`config.mk`:
```
export PLATFORM = sky130hd
export DESIGN_NAME = axi_write_arbiter_rr_flat
export DESIGN_NICKNAME = d
export VERILOG_FILES = /design/src/rtl/axi_arb_pkg.sv /design/src/rtl/axi_write_arbiter_rr_if.sv /design/src/rtl/rr_arbiter.sv /design/src/rtl/axi_write_arbiter_rr.sv /design/src/flat_wrapper.sv
export SDC_FILE = /design/constraint.sdc
export NUM_CORES = 1
export LEC_CHECK = 0
export BUFFER_PORTS_ARGS = -buffer_cell sky130_fd_sc_hd__buf_2
export CAP_MARGIN = 30
export CORE_ASPECT_RATIO = 1.4
export CORE_MARGIN = 3
export CORE_UTILIZATION = 32
export DETAILED_ROUTE_END_ITERATION = 8
export GPL_TIMING_DRIVEN = 0
export PLACE_DENSITY = 0.95
export RECOVER_POWER = 50
export SKIP_CTS_REPAIR_TIMING = 1
export SYNTH_ARGS = -nofsm -noshare
export SYNTH_HDL_FRONTEND = slang
export SYNTH_SLANG_ARGS = --single-unit
```
`constraint.sdc`:
```
create_clock -name ACLK -period 5.4 [get_ports ACLK]
set_input_delay 0.54 -clock ACLK [delete_from_list [all_inputs] [get_ports ACLK]]
set_output_delay 0.54 -clock ACLK [all_outputs]
set_load 0.02 [all_outputs]
```
`src/rtl/axi_arb_pkg.sv`:
```
// Shared types and helpers for the AXI write-path round-robin arbiter.
package axi_arb_pkg;

  typedef enum logic [1:0] {
    ARB_IDLE = 2'd0,
    ARB_AW   = 2'd1,
    ARB_W    = 2'd2,
    ARB_B    = 2'd3
  } arb_state_e;

  // Widest one-hot vector the helper can build; bounds NUM_M and NUM_S.
  localparam int unsigned ONEHOT_MAX = 32;

  // Index width for n choices; a single choice still gets one bit.
  function automatic int unsigned idx_w(input int unsigned n);
    return (n > 1) ? $clog2(n) : 1;
  endfunction

  // One-hot of idx, or all-zero when en is low.
  function automatic logic [ONEHOT_MAX-1:0] onehot(input int unsigned idx, input logic en);
    logic [ONEHOT_MAX-1:0] one;
    one = {{(ONEHOT_MAX-1){1'b0}}, en};
    return one << idx;
  endfunction

endpackage

```
`src/rtl/axi_write_arbiter_rr_if.sv`:
```
// Bus bundle between the write arbiter and the bridge: per-master/per-slave
// handshake inputs and the one-hot grant/select vectors the bridge muxes use.
interface axi_write_arbiter_rr_if #(
  parameter int NUM_M  = 2,
  parameter int NUM_S  = 3,
  parameter int ADDR_W = 32
);

  logic [NUM_M*ADDR_W-1:0] AWADDR_M;
  logic [NUM_M-1:0]        AWVALID_M;
  logic [NUM_S-1:0]        AWREADY_S;
  logic [NUM_M-1:0]        WVALID_M;
  logic [NUM_M-1:0]        WLAST_M;
  logic [NUM_S-1:0]        WREADY_S;
  logic [NUM_S-1:0]        BVALID_S;
  logic [NUM_M-1:0]        BREADY_M;

  logic [NUM_M-1:0]        aw_gnt_m;
  logic [NUM_S-1:0]        aw_sel_s;
  logic [NUM_M-1:0]        w_gnt_m;
  logic [NUM_S-1:0]        w_sel_s;
  logic [NUM_M-1:0]        b_gnt_m;
  logic [NUM_S-1:0]        b_sel_s;
  logic                    busy;

  // Arbiter side: observes the handshakes, drives the routing vectors.
  modport slave (
    input  AWADDR_M, AWVALID_M, AWREADY_S, WVALID_M, WLAST_M, WREADY_S,
           BVALID_S, BREADY_M,
    output aw_gnt_m, aw_sel_s, w_gnt_m, w_sel_s, b_gnt_m, b_sel_s, busy
  );

  // Bridge side: supplies the handshakes, consumes the routing vectors.
  modport master (
    output AWADDR_M, AWVALID_M, AWREADY_S, WVALID_M, WLAST_M, WREADY_S,
           BVALID_S, BREADY_M,
    input  aw_gnt_m, aw_sel_s, w_gnt_m, w_sel_s, b_gnt_m, b_sel_s, busy
  );

endinterface

```
`src/rtl/rr_arbiter.sv`:
```
// Combinational round-robin picker: first asserted request at or after ptr,
// searching cyclically. ptr is assumed to be < N.
module rr_arbiter
  import axi_arb_pkg::*;
#(
  parameter int unsigned N = 2
) (
  input  logic [N-1:0]         req,
  input  logic [idx_w(N)-1:0]  ptr,
  output logic [idx_w(N)-1:0]  gnt_idx,
  output logic                 valid
);

  localparam int unsigned IW = idx_w(N);
  localparam int unsigned KW = IW + 1;
  localparam int unsigned PW = 1 << IW;

  // Padding to a power of two keeps every index exactly IW bits wide.
  logic [PW-1:0] req_pad;
  logic [KW-1:0] k;

  assign req_pad = PW'(req);

  // Walk N positions starting at ptr; the first hit wins.
  always_comb begin
    valid   = 1'b0;
    gnt_idx = '0;
    k       = '0;
    for (int i = 0; i < int'(N); i++) begin
      k = {1'b0, ptr} + KW'(i);
      if (k >= KW'(N)) k = k - KW'(N);
      if (!valid && req_pad[k[IW-1:0]]) begin
        valid   = 1'b1;
        gnt_idx = k[IW-1:0];
      end
    end
  end

endmodule

```
`src/rtl/axi_write_arbiter_rr.sv`:
```
// AXI write-path arbiter: round-robin over masters on AW, address decode to a
// slave (out-of-range decode goes to DEF_S), then holds the AW/W/B routing
// for a single outstanding burst. All routing vectors are decoded from
// registered state only, so they have no combinational path from the inputs.
module axi_write_arbiter_rr
  import axi_arb_pkg::*;
#(
  parameter int NUM_M   = 2,
  parameter int NUM_S   = 3,
  parameter int ADDR_W  = 32,
  parameter int DEC_MSB = 31,
  parameter int DEC_LSB = 16,
  parameter int DEF_S   = NUM_S - 1
) (
  input  logic                    ACLK,
  input  logic                    ARESET,
  axi_write_arbiter_rr_if.slave   bus
);

  localparam int unsigned MW = idx_w(NUM_M);
  localparam int unsigned SW = idx_w(NUM_S);
  localparam int          FW = DEC_MSB - DEC_LSB + 1;

  arb_state_e              state, state_nxt;
  logic [MW-1:0]           g_idx, g_idx_nxt;
  logic [SW-1:0]           s_idx, s_idx_nxt;
  logic [MW-1:0]           rr_ptr, rr_ptr_nxt;

  logic [MW-1:0]           arb_idx;
  logic                    arb_valid;
  logic [ADDR_W-1:0]       win_addr;
  logic [FW-1:0]           dec_field;
  logic [SW-1:0]           dec_s;

  logic [ONEHOT_MAX-1:0]   g_oh_all, s_oh_all;
  logic [NUM_M-1:0]        g_oh;
  logic [NUM_S-1:0]        s_oh;
  logic                    aw_hs, w_hs_last, b_hs;
  logic                    unused;

  rr_arbiter #(.N(NUM_M)) u_rr (
    .req     (bus.AWVALID_M),
    .ptr     (rr_ptr),
    .gnt_idx (arb_idx),
    .valid   (arb_valid)
  );

  // Address of the master the round-robin picker currently favours.
  always_comb begin
    win_addr = '0;
    for (int m = 0; m < NUM_M; m++) begin
      if (arb_idx == MW'(m)) win_addr = bus.AWADDR_M[m*ADDR_W +: ADDR_W];
    end
  end

  assign dec_field = win_addr[DEC_MSB:DEC_LSB];

  // Slave decode compares the whole field, so large values never alias onto
  // a real slave through truncation.
  always_comb begin
    if (64'(dec_field) < 64'(NUM_S)) dec_s = SW'(dec_field);
    else                             dec_s = SW'(DEF_S);
  end

  // Latched master/slave as one-hot masks; used for both handshakes and outputs.
  assign g_oh_all = onehot(int'(g_idx), 1'b1);
  assign s_oh_all = onehot(int'(s_idx), 1'b1);
  assign g_oh     = g_oh_all[NUM_M-1:0];
  assign s_oh     = s_oh_all[NUM_S-1:0];

  // Address bits outside the decode field and upper mask bits are don't-care.
  assign unused = ^{win_addr, g_oh_all, s_oh_all};

  assign aw_hs     = (|(bus.AWVALID_M & g_oh)) && (|(bus.AWREADY_S & s_oh));
  assign w_hs_last = (|(bus.WVALID_M & bus.WLAST_M & g_oh)) && (|(bus.WREADY_S & s_oh));
  assign b_hs      = (|(bus.BVALID_S & s_oh)) && (|(bus.BREADY_M & g_oh));

  // State, latched routing and round-robin pointer; reset aborts any burst.
  always_ff @(posedge ACLK or posedge ARESET) begin
    if (ARESET) begin
      state  <= ARB_IDLE;
      g_idx  <= '0;
      s_idx  <= '0;
      rr_ptr <= '0;
    end else begin
      state  <= state_nxt;
      g_idx  <= g_idx_nxt;
      s_idx  <= s_idx_nxt;
      rr_ptr <= rr_ptr_nxt;
    end
  end

  // Next-state logic: arbitrate only in IDLE, then follow AW -> W -> B.
  always_comb begin
    state_nxt  = state;
    g_idx_nxt  = g_idx;
    s_idx_nxt  = s_idx;
    rr_ptr_nxt = rr_ptr;
    case (state)
      ARB_IDLE: begin
        if (arb_valid) begin
          g_idx_nxt = arb_idx;
          s_idx_nxt = dec_s;
          state_nxt = ARB_AW;
        end
      end
      ARB_AW: begin
        // Grant is held even if AWVALID drops; no re-arbitration mid-burst.
        if (aw_hs) begin
          state_nxt  = ARB_W;
          rr_ptr_nxt = (g_idx == MW'(NUM_M - 1)) ? '0 : g_idx + MW'(1);
        end
      end
      ARB_W: begin
        if (w_hs_last) state_nxt = ARB_B;
      end
      ARB_B: begin
        if (b_hs) state_nxt = ARB_IDLE;
      end
      default: state_nxt = ARB_IDLE;
    endcase
  end

  // Routing vectors: exactly one phase active at a time, all-zero in IDLE.
  always_comb begin
    bus.aw_gnt_m = '0;
    bus.aw_sel_s = '0;
    bus.w_gnt_m  = '0;
    bus.w_sel_s  = '0;
    bus.b_gnt_m  = '0;
    bus.b_sel_s  = '0;
    bus.busy     = 1'b0;
    case (state)
      ARB_AW: begin
        bus.aw_gnt_m = g_oh;
        bus.aw_sel_s = s_oh;
        bus.busy     = 1'b1;
      end
      ARB_W: begin
        bus.w_gnt_m = g_oh;
        bus.w_sel_s = s_oh;
        bus.busy    = 1'b1;
      end
      ARB_B: begin
        bus.b_gnt_m = g_oh;
        bus.b_sel_s = s_oh;
        bus.busy    = 1'b1;
      end
      default: ;
    endcase
  end

endmodule
```
`src/flat_wrapper.sv`:
```
// flat-port wrapper written by rule: the top's interface ports become plain ports
module axi_write_arbiter_rr_flat import axi_arb_pkg::*;
#(
  parameter int NUM_M   = 2,
  parameter int NUM_S   = 3,
  parameter int ADDR_W  = 32,
  parameter int DEC_MSB = 31,
  parameter int DEC_LSB = 16,
  parameter int DEF_S   = NUM_S - 1
)
  (ACLK, ARESET, bus_AWADDR_M, bus_AWVALID_M, bus_AWREADY_S, bus_WVALID_M, bus_WLAST_M, bus_WREADY_S, bus_BVALID_S, bus_BREADY_M, bus_aw_gnt_m, bus_aw_sel_s, bus_w_gnt_m, bus_w_sel_s, bus_b_gnt_m, bus_b_sel_s, bus_busy);
  axi_write_arbiter_rr_if #(.NUM_M(NUM_M), .NUM_S(NUM_S), .ADDR_W(ADDR_W)) bus_i ();
  input  logic ACLK;
  input  logic ARESET;
  input wire logic [$bits(bus_i.AWADDR_M)-1:0] bus_AWADDR_M;
  input wire logic [$bits(bus_i.AWVALID_M)-1:0] bus_AWVALID_M;
  input wire logic [$bits(bus_i.AWREADY_S)-1:0] bus_AWREADY_S;
  input wire logic [$bits(bus_i.WVALID_M)-1:0] bus_WVALID_M;
  input wire logic [$bits(bus_i.WLAST_M)-1:0] bus_WLAST_M;
  input wire logic [$bits(bus_i.WREADY_S)-1:0] bus_WREADY_S;
  input wire logic [$bits(bus_i.BVALID_S)-1:0] bus_BVALID_S;
  input wire logic [$bits(bus_i.BREADY_M)-1:0] bus_BREADY_M;
  output wire logic [$bits(bus_i.aw_gnt_m)-1:0] bus_aw_gnt_m;
  output wire logic [$bits(bus_i.aw_sel_s)-1:0] bus_aw_sel_s;
  output wire logic [$bits(bus_i.w_gnt_m)-1:0] bus_w_gnt_m;
  output wire logic [$bits(bus_i.w_sel_s)-1:0] bus_w_sel_s;
  output wire logic [$bits(bus_i.b_gnt_m)-1:0] bus_b_gnt_m;
  output wire logic [$bits(bus_i.b_sel_s)-1:0] bus_b_sel_s;
  output wire logic [$bits(bus_i.busy)-1:0] bus_busy;
  assign bus_i.AWADDR_M = bus_AWADDR_M;
  assign bus_i.AWVALID_M = bus_AWVALID_M;
  assign bus_i.AWREADY_S = bus_AWREADY_S;
  assign bus_i.WVALID_M = bus_WVALID_M;
  assign bus_i.WLAST_M = bus_WLAST_M;
  assign bus_i.WREADY_S = bus_WREADY_S;
  assign bus_i.BVALID_S = bus_BVALID_S;
  assign bus_i.BREADY_M = bus_BREADY_M;
  assign bus_aw_gnt_m = bus_i.aw_gnt_m;
  assign bus_aw_sel_s = bus_i.aw_sel_s;
  assign bus_w_gnt_m = bus_i.w_gnt_m;
  assign bus_w_sel_s = bus_i.w_sel_s;
  assign bus_b_gnt_m = bus_i.b_gnt_m;
  assign bus_b_sel_s = bus_i.b_sel_s;
  assign bus_busy = bus_i.busy;
  axi_write_arbiter_rr #(.NUM_M(NUM_M), .NUM_S(NUM_S), .ADDR_W(ADDR_W), .DEC_MSB(DEC_MSB), .DEC_LSB(DEC_LSB), .DEF_S(DEF_S)) u_core (.ACLK(ACLK), .ARESET(ARESET), .bus(bus_i));
endmodule
```
[After elaboration in Yosys (flattened, before gate mapping)]
Index checks and enable logic that the tools add are counted.
Storage, ports and cells
  register bits after elaboration: 6
  input port bits: 83
  word-level logic and storage cells: 70
  output and inout port bits: 16
Cells by class
  shift-type cells: 2
  mux-type cells: 25
  reduce and logical (&&, ||, !) cells: 16
  bitwise logic cells: 7
  $lt $le $gt $ge: 5
  eq/ne operators: 7
  add/sub/neg operators: 4
Operator list (number)
  32-bit two-way mux: 1
  16-bit by 2-bit less-than comparator with 1-bit output (second input constant): 1
  2-bit two-way mux: 8
  1-bit two-way mux: 12
  3-bit OR reduction: 4
  3-bit AND: 3
  3-bit two-way mux: 3
  2-bit AND: 4
  2-bit by 1-bit != test with 1-bit output (second input constant): 4
  2-bit case mux with 4 select lines: 1
  2-bit OR reduction: 3
  2-bit equality test (second input constant): 2
  1-bit logical AND: 4
  1-bit by 2-bit less-than comparator with 1-bit output (second input constant): 2
  2-bit AND reduction: 2
  4-bit AND reduction: 1
  1-bit by 2-bit << shifter with 3-bit output (first input constant): 1
  1-bit by 1-bit adder with 2-bit output (second input constant): 1
  2-bit by 1-bit equality test with 1-bit output (second input constant): 1
  1-bit by 2-bit >= comparator with 1-bit output (second input constant): 1
  2-bit >= comparator (second input constant): 1
  2-bit zero test: 1
  1-bit by 1-bit << shifter with 2-bit output (first input constant): 1
  1-bit subtractor (second input constant): 2
  2 further kinds: 2

[Longest topological paths before layout]
Gate-level depths: netlist of the first run.
  depth after elaboration: 11
  gate-level depth with buffers: 7
  gate-level depth less buffers: 7

[Cells and area by module]
A second synthesis of the first run with hierarchy kept.
Unflattened totals
  cell total of the unflattened synthesis: 82
  area total of the unflattened synthesis: 696.9 um2
By module, submodules not included
  axi_write_arbiter_rr: instances 1, area each 679.4 um2, seq. area each 150.1 um2, cells each 79
  rr_arbiter: instances 1, area each 17.5 um2, seq. area each 0.0 um2, cells each 3

[Least setup slack after synthesis of the first run]
Ideal clock, no wire load.
  kind: register to register
  start: register u_core.state[1]
  end: register u_core.state[1]
  arrival: 1794 ps
  required time: 5275 ps
  cell stages (with the launch flop): 8
  period minus slack after synthesis: 1919 ps
  path slack: 3481 ps
  setup time: 125 ps
  path buffers: 0
  path through: dfrtp_1 -> inv_1 -> ha_1 -> nor2b_1 -> o21ai_0 -> o2111ai_1 -> a211o_2 -> mux2_4
On the way
  word-level cells in the longest chain between the ends: 3
  elaborated cells between the ends (all ways): 10
  those cells by class: eq/ne: 7; mux: 1; reduce/logical: 2
Ends and longest elaborated chain
  from (decl): line axi_write_arbiter_rr.sv:24  | arb_state_e state, state_nxt;
  from (signal assigned): line axi_write_arbiter_rr.sv:86  | state <= state_nxt;
  2-bit equality test, or another cell as far along: line axi_write_arbiter_rr.sv:99  | case (state)
  2-bit by 1-bit != test with 1-bit output (no line)
  4-bit AND reduction (no line)
Several ways; a longest one is shown, not always the timed one.
A chain may end at the register's enable or synchronous reset.

[Worst setup path after layout of the first run]
Ends and elaborated chain as after synthesis.

==> results_tabular.tex, run 1 <==
\begin{tabular}{lr}
\hline
Metric & Value \\
\hline
\multicolumn{2}{l}{\textbf{Global route}} \\
\quad Wire length of the first global-routing pass & 3229 microns \\
\quad Antenna violations before repair & 0 \\
\quad Overflow after GRT & 0 \\
\quad Vias in the first global route & 843 \\
\quad Pin count of the biggest net entering global routing & 11 \\
\quad Global-route usage over all layers & 15.60\% \\
\multicolumn{2}{l}{\textbf{Floorplanning}} \\
\quad Core outline area & 0.002021 sq mm \\
\quad Die outline width & 45.76 microns \\
\quad Area enclosed by the die boundary & 0.002822 sq mm \\
\quad Number of core rows & 19 \\
\quad I/O pin count & 99 \\
\quad Starting utilization of the core area & 35.05\% \\
\quad Die H & 61.66 microns \\
\multicolumn{2}{l}{\textbf{Timing}} \\
\quad Setup repair after global routing missed its margin & no \\
\quad Fin Hold WS & 0.1989 ns \\
\quad Fin. Hold Viols & 0 \\
\quad Clock period minus final worst setup slack & 2.049 ns \\
\quad Setup-violating endpoint count in the final report & 0 \\
\quad Worst slew margin relative to its limit & 62.32\% \\
\quad Transition time of the tightest slew-check pin & 0.5592 ns \\
\quad Worst clock skew on the final layout & 0.0001389 ns \\
\quad Sum of negative setup slack & 0 ns \\
\quad Count of pins over their slew limit & 0 \\
\quad Peak clock frequency supported by timing & 488.1 MHz \\
\quad Final Cycle Share & 37.94\% \\
\multicolumn{2}{l}{\textbf{Critical path}} \\
\quad Start-to-end type of the worst setup path & flop to flop \\
\quad Capturing point of the worst reg2reg path & u\_core.state[1] \\
\quad Worst-case register-to-register setup slack & 3.35 ns \\
\quad Startpoint of the most critical register-to-register path & u\_core.state[1] \\
\quad Data arrival at the endpoint of the critical path & 2.18 ns \\
\quad Startpoint of the worst setup timing path & u\_core.state[1] \\
\quad Kind of end point of the critical path & flop \\
\quad CP startpoint kind & flop \\
\quad End of the critical path & u\_core.state[1] \\
\quad Worst Path Required & 5.53 ns \\
\quad Worst-path maximum fanout & 8 \\
\quad Count of cells along the worst register-to-register path & 7 \\
\multicolumn{2}{l}{\textbf{Drt}} \\
\quad Number of routed nets with antenna violations & 0 \\
\quad Number of vias per cell after detailed routing & 5.119 \\
\quad First-pass DRT Iterations & 3 \\
\quad Routed wire length per instance & 11.82 microns \\
\quad Total length of routed wires & 2093 microns \\
\quad Drc violations & 0 \\
\quad Via total after detailed routing & 906 \\
\quad Number of DRC violations after detailed-routing iteration 0 & 10 \\
\multicolumn{2}{l}{\textbf{Final layout}} \\
\quad Area delta synth->final & 51.77\% \\
\quad Number of fill cells & 189 \\
\quad Net count of the finished layout & 246 \\
\quad Ratio of cells with drive above 1 in the final layout & 46.79\% \\
\quad Diodes inserted & 0 \\
\multicolumn{2}{l}{\textbf{Clocking}} \\
\quad Number of buffers on the longest clock path & 2 \\
\quad Maximum level of the CTS H-tree & 1 \\
\quad Number of CTS-inserted buffers & 3 \\
\quad CTS Root Buffer Type & clkbuf\_4 \\
\quad CTS tree & built \\
\quad Clock latency reported for the late side of the worst-skew pair & 0.24 ns \\
\quad CTS clk-pin slew, worst paths & 0.04 ns \\
\quad CTS sink count & 6 \\
\multicolumn{2}{l}{\textbf{Logic synthesis}} \\
\quad Post-synthesis average cell area & 8.140 sq um \\
\quad Unique masters post-synth & 30 \\
\quad Netlist Area Pre-Place & 708.2 sq um \\
\quad Async S/R FF share, synth & 100.0\% \\
\quad Number of enable flip-flop cells after synthesis & 0 \\
\quad Yosys top cell area share & 21.20\% \\
\quad Register area share after synthesis & 21.20\% \\
\quad Number of instances in the synthesized netlist & 87 \\
\quad Most used standard cells in the synthesized netlist & 10 x and2\_1, 8 x inv\_1 \\
\quad Synth top area cells & dfrtp\_1 21\%, and2\_1 8.8\%, ha\_1 8.8\% \\
\quad Net count of the mapped netlist & 175 \\
\quad Primary FF master, synth & dfrtp\_1 \\
\quad Cell taking the most area after synthesis & dfrtp\_1 \\
\quad Library cell with the highest instance count after synthesis & and2\_1 \\
\quad Count of state elements after synthesis & 6 \\
\quad Syn. warnings & 0 \\
\multicolumn{2}{l}{\textbf{Job}} \\
\quad Count of max-cap constraint violations & 0 \\
\multicolumn{2}{l}{\textbf{Placed design}} \\
\quad Detail Placement HPWL & 1864 microns \\
\quad Final weighted congestion in routability-driven placement & 0.7696 \\
\quad Number of port buffers & 66 \\
\multicolumn{2}{l}{\textbf{Worst hold path}} \\
\quad Class of the most critical hold timing path & input pin to async pin \\
\multicolumn{2}{l}{\textbf{Power and ir drop}} \\
\quad Peak ir drop on the vdd network & 180.5 uV \\
\quad Power per standard cell area & 404.6 mW/mm\^{}2 \\
\quad Leakage power summed over all cells & 0.0006034 uW \\
\multicolumn{2}{l}{\textbf{Run status}} \\
\quad Status & finished, final reports clean \\
\hline
\end{tabular}
==> how the worst min path moves through the flow <==
stage | start | endpoint | slack (ns) | depth (start not counted)
3_5_place_dp | ARESET | u_core.s_idx[0] | 0.46 | 2
4_1_cts | ARESET | u_core.s_idx[0] | 0.20 | 2
2_1_floorplan | ARESET | u_core.g_idx | 0.33 | 1
3_3_place_gp | ARESET | u_core.s_idx[1] | 0.46 | 2
5_1_grt | ARESET | u_core.s_idx[0] | 0.21 | 2
6_report | ARESET | u_core.s_idx[0] | 0.20 | 2
==> per-stage QoR <==
stage | cells | cell area (sq um) | total power, uW | util (%) | worst slack, ns
6_report | 177 | 1075 | 434.9 | 53.19 | 3.351
5_1_grt | 177 | 1075 | 477.7 | 53.19 | 3.208
4_1_cts | 177 | 1087 | 445.3 | 53.81 | 3.339
3_5_place_dp | 174 | 1065 | 402.2 | 52.69 | 3.345
3_3_place_gp | 174 | 1065 | 392.6 | 52.69 | 3.405
2_1_floorplan | 87 | 708.2 | 308.7 | - | 3.481
==> cell families after synthesis <==
logic type,share of synthesized area (%)
simple gates,31.10
fa+ha+maj,8.834
buf+inv,7.950
flops,21.20
mux,13.96
compound gates,16.96
==> registers in the layout (all words and copies together) (netlist names) <==
register / flops
u_core.g_idx: 1
u_core.s_idx: 2
u_core.state: 2
u_core.rr_ptr: 1
==> layout make-up <==
class                   instances  area (sq um)  area share, %
multi-input cells              70         494.2          45.98
well taps                      21         26.28          2.445
repair buffers                 66         325.3          30.27
flip-flops and latches          6         150.1          13.97
clock buffers                   3         22.52          2.095
plain buffers                   3         26.28          2.445
inverters                       8         30.03          2.794
==> report_power, final <==
| group | internal [uW] | switching, uW |
|---|---|---|
| logic | 139 | 178 |
| registers | 63.6 | 12.9 |
| clock network | 25.2 | 16.4 |
==> cell usage in the layout, fill, tap and decap left out, types with 2 or more instances in the layout <==
| master | instances |
|---|---|
| a211oi_1 | 2 |
| and2_1 | 10 |
| buf_2 | 62 |
| buf_4 | 2 |
| clkbuf_1 | 4 |
| clkbuf_4 | 3 |
| dfrtp_1 | 6 |
| ha_1 | 5 |
| inv_1 | 8 |
| mux2_2 | 2 |
| mux2i_1 | 5 |
| nand2_1 | 6 |
| nand3_1 | 2 |
| nand4_1 | 2 |
| nor2_1 | 5 |
| nor2b_1 | 5 |
| nor4_1 | 6 |
| o21ai_0 | 6 |
==> worst max-delay path, cell delays in order, from the launching register on <==
cell and delay (ns):
dfrtp_1 0.39, inv_1 0.11, ha_1 0.27, nor2b_1 0.17, o21ai_0 0.17, o2111ai_1 0.15
a211o_2 0.37, mux2_4 0.30
==> metal layers <==
layer	track usage, %	routed length (microns)	share of wire (%)	vias to the layer above
li1	-	-	-	450
met1	15.02	727	35	394
met2	30.14	1042	50	58
met3	3.509	298	14	4
met4	7.317	25	1.2	0
met5	0	0	0	-
Power figures use the tool's default switching activity.
==> run 2: changes to the inputs <==
CORE_UTILIZATION = 27   (was 32)
PLACE_DENSITY = 0.88   (was 0.95)
clock period = 1.79 ns   (was 5.4 ns; I/O delays follow)
==> results_tabular.tex, run 2 (synthesis results as in run 1) <==
\begin{tabular}{lr}
\hline
Metric & Value \\
\hline
\multicolumn{2}{l}{\textbf{Clocking}} \\
\quad Clock latency reported for the late side of the worst-skew pair & 0.24 ns (about the same) \\
\quad CTS clk-pin slew, worst paths & 0.04 ns (about the same) \\
\quad Number of buffers on the longest clock path & 2 (unchanged) \\
\quad Maximum level of the CTS H-tree & 1 (unchanged) \\
\quad CTS Root Buffer Type & clkbuf\_4 (unchanged) \\
\quad CTS sink count & 6 (unchanged) \\
\quad Number of CTS-inserted buffers & 3 (unchanged) \\
\quad CTS tree & built (unchanged) \\
\multicolumn{2}{l}{\textbf{Final layout}} \\
\quad Highest-count cells in the layout ignoring fill and taps & 66 x buf\_2, 11 x buf\_4, 10 x and2\_1, 6 x nand2\_1, 6 x nor4\_1 (was 62 x buf\_2, 10 x and2\_1, 8 x inv\_1) \\
\quad Net count of the finished layout & 257 (was 246) \\
\quad Most frequent standard cell in the layout excluding fill and tap cells & buf\_2 (unchanged) \\
\quad Largest regs & u\_core.s\_idx x2, u\_core.state x2 (unchanged) \\
\quad Number of fill cells & 240 (was 189) \\
\quad Area of all placed cells without fillers & 0.001267 sq mm (was 0.001075 sq mm) \\
\quad Finished Core Util & 51.87\% (was 53.19\%) \\
\quad Ratio of cells with drive above 1 in the final layout & 60.48\% (was 46.79\%) \\
\quad Area delta synth->final & 78.98\% (was 51.77\%) \\
\quad Diodes inserted & 0 (unchanged) \\
\multicolumn{2}{l}{\textbf{Placed design}} \\
\quad Final weighted congestion in routability-driven placement & 0.7664 (was 0.7696) \\
\quad Detail Placement HPWL & 1823 microns (was 1864 microns) \\
\quad Worst slack at placement & -0.1389 ns (was 3.345 ns) \\
\quad Placement Cell Area & 0.001101 sq mm (was 0.001065 sq mm) \\
\quad Number of port buffers & 66 (unchanged) \\
\multicolumn{2}{l}{\textbf{Floorplanning}} \\
\quad Number of core rows & 21 (was 19) \\
\quad Area enclosed by the die boundary & 0.003282 sq mm (was 0.002822 sq mm) \\
\quad Core outline area & 0.002444 sq mm (was 0.002021 sq mm) \\
\quad I/O pin count & 99 (unchanged) \\
\quad Die outline width & 49.29 microns (was 45.76 microns) \\
\quad Starting utilization of the core area & 28.98\% (was 35.05\%) \\
\quad Die H & 66.60 microns (was 61.66 microns) \\
\multicolumn{2}{l}{\textbf{Critical path}} \\
\quad Worst-case register-to-register setup slack & -0.01 ns (was 3.35 ns) \\
\quad Startpoint of the worst setup timing path & u\_core.state[1] (unchanged) \\
\quad Kind of end point of the critical path & flop (unchanged) \\
\quad Startpoint of the most critical register-to-register path & u\_core.state[1] (unchanged) \\
\quad Capturing point of the worst reg2reg path & u\_core.state[1] (unchanged) \\
\quad End of the critical path & u\_core.state[1] (unchanged) \\
\quad Worst Path Required & 1.91 ns (was 5.53 ns) \\
\quad Worst-path maximum fanout & 4 (was 8) \\
\quad Count of cells along the worst register-to-register path & 7 (unchanged) \\
\quad CP startpoint kind & flop (unchanged) \\
\quad Data arrival at the endpoint of the critical path & 1.92 ns (was 2.18 ns) \\
\quad Start-to-end type of the worst setup path & flop to flop (unchanged) \\
\multicolumn{2}{l}{\textbf{Drt}} \\
\quad Number of routed nets with antenna violations & 0 (unchanged) \\
\quad Drc violations & 0 (unchanged) \\
\quad Via total after detailed routing & 959 (was 906) \\
\quad Total length of routed wires & 2348 microns (was 2093 microns) \\
\quad First-pass DRT Iterations & 4 (was 3) \\
\quad Routed wire length per instance & 11.68 microns (was 11.82 microns) \\
\quad Number of DRC violations after detailed-routing iteration 0 & 19 (was 10) \\
\quad Number of vias per cell after detailed routing & 4.771 (was 5.119) \\
\multicolumn{2}{l}{\textbf{Power and ir drop}} \\
\quad PnR Total Power & 1657 uW (was 434.9 uW) \\
\quad Leakage power summed over all cells & 0.0006798 uW (was 0.0006034 uW) \\
\quad Power per standard cell area & 1307 mW/mm\^{}2 (was 404.6 mW/mm\^{}2) \\
\quad Peak ir drop on the vdd network & 597.4 uV (was 180.5 uV) \\
\multicolumn{2}{l}{\textbf{Timing}} \\
\quad Worst clock skew on the final layout & 0.0003446 ns (was 0.0001389 ns) \\
\quad Fin Hold WS & 0.2997 ns (was 0.1989 ns) \\
\quad Worst-case setup margin in the final layout & -0.01012 ns (was 3.351 ns) \\
\quad Worst slew margin relative to its limit & 60.79\% (was 62.32\%) \\
\quad Peak clock frequency supported by timing & 555.5 MHz (was 488.1 MHz) \\
\quad Fin. Hold Viols & 0 (unchanged) \\
\quad Final Cycle Share & 100.6\% (was 37.94\%) \\
\quad Setup-violating endpoint count in the final report & 1 (was 0) \\
\quad Clock period minus final worst setup slack & 1.800 ns (was 2.049 ns) \\
\quad Count of pins over their slew limit & 0 (unchanged) \\
\quad Setup repair after global routing missed its margin & yes (was no) \\
\quad Transition time of the tightest slew-check pin & 0.5820 ns (was 0.5592 ns) \\
\multicolumn{2}{l}{\textbf{Global route}} \\
\quad Overflow after GRT & 0 (unchanged) \\
\quad Pin count of the biggest net entering global routing & 11 (unchanged) \\
\quad Antenna violations before repair & 0 (unchanged) \\
\quad Wire length of the first global-routing pass & 3519 microns (was 3229 microns) \\
\quad Vias in the first global route & 904 (was 843) \\
\quad Global-route usage over all layers & 13.55\% (was 15.60\%) \\
\multicolumn{2}{l}{\textbf{Run status}} \\
\quad Status & complete, but fails checks (was finished, final reports clean) \\
\quad Violated checks & setup timing \\
\multicolumn{2}{l}{\textbf{Worst hold path}} \\
\quad Class of the most critical hold timing path & input pin to flop (was input pin to async pin) \\
\multicolumn{2}{l}{\textbf{Job}} \\
\quad Count of max-cap constraint violations & 0 (unchanged) \\
\hline
\end{tabular}
run 2: cell count changes in the layout (fill, tap and decap cells not counted), moves of 3 or more:
cell	before	now
ha_1	5	1
nor2b_1	5	2
clkbuf_1	4	0
buf_4	2	11
nor2b_4	0	3
buf_2	62	66
inv_1	8	5
run 2: worst max-delay path, cell delays in order, from the launching register on:
cell	delay, ns
dfrtp_1	0.40
inv_2	0.09
ha_4	0.18
nor2b_4	0.12
o21ai_2	0.14
o2111ai_2	0.11
a211o_2	0.35
mux2_4	0.30
run 2: how the worst min path moves through the flow:
stage                                start               to  slack (ns)  cells past startpoint
after CTS                           ARESET  u_core.s_idx[1]       -0.16                      2
final                     bus_AWADDR_M[48]  u_core.s_idx[0]        0.30                      3
after global placement              ARESET  u_core.s_idx[1]        0.10                      2
after global routing      bus_AWADDR_M[48]  u_core.s_idx[0]        0.31                      3
after detailed placement            ARESET  u_core.s_idx[1]        0.10                      2
after floorplan                     ARESET     u_core.g_idx       -0.03                      1
run 2: cell type report:
cell class / instances / area (sq um) / area share [%]
sequential: 6 / 151.4 / 11.94
tap: 34 / 42.54 / 3.356
multi-input combinational: 70 / 573.1 / 45.21
inverter: 8 / 32.53 / 2.567
buffer: 3 / 26.28 / 2.073
timing repair buffer: 77 / 419.2 / 33.07
clock buffer: 3 / 22.52 / 1.777
run 2: per-layer routing:
metal	vias up	track usage [%]	part of all wire (%)
li1	470	-	-
met1	420	14.19	35
met2	67	24.50	50
met3	2	4.027	14
met4	0	6.406	0.81
met5	-	0	0
run 2: through the flow:
step | instances | TNS, ns
3_3_place_gp | 187 | -0.1035
2_1_floorplan | 87 | 0
5_1_grt | 201 | -0.1178
6_report | 201 | -0.01012
3_5_place_dp | 187 | -0.1389
4_1_cts | 190 | -0.1447
run 2: power by group:
group | internal, uW | switching [uW] | total (uW)
logic | 657 | 628 | 1280
clock network | 75.6 | 45.5 | 121
registers | 194 | 56.6 | 251
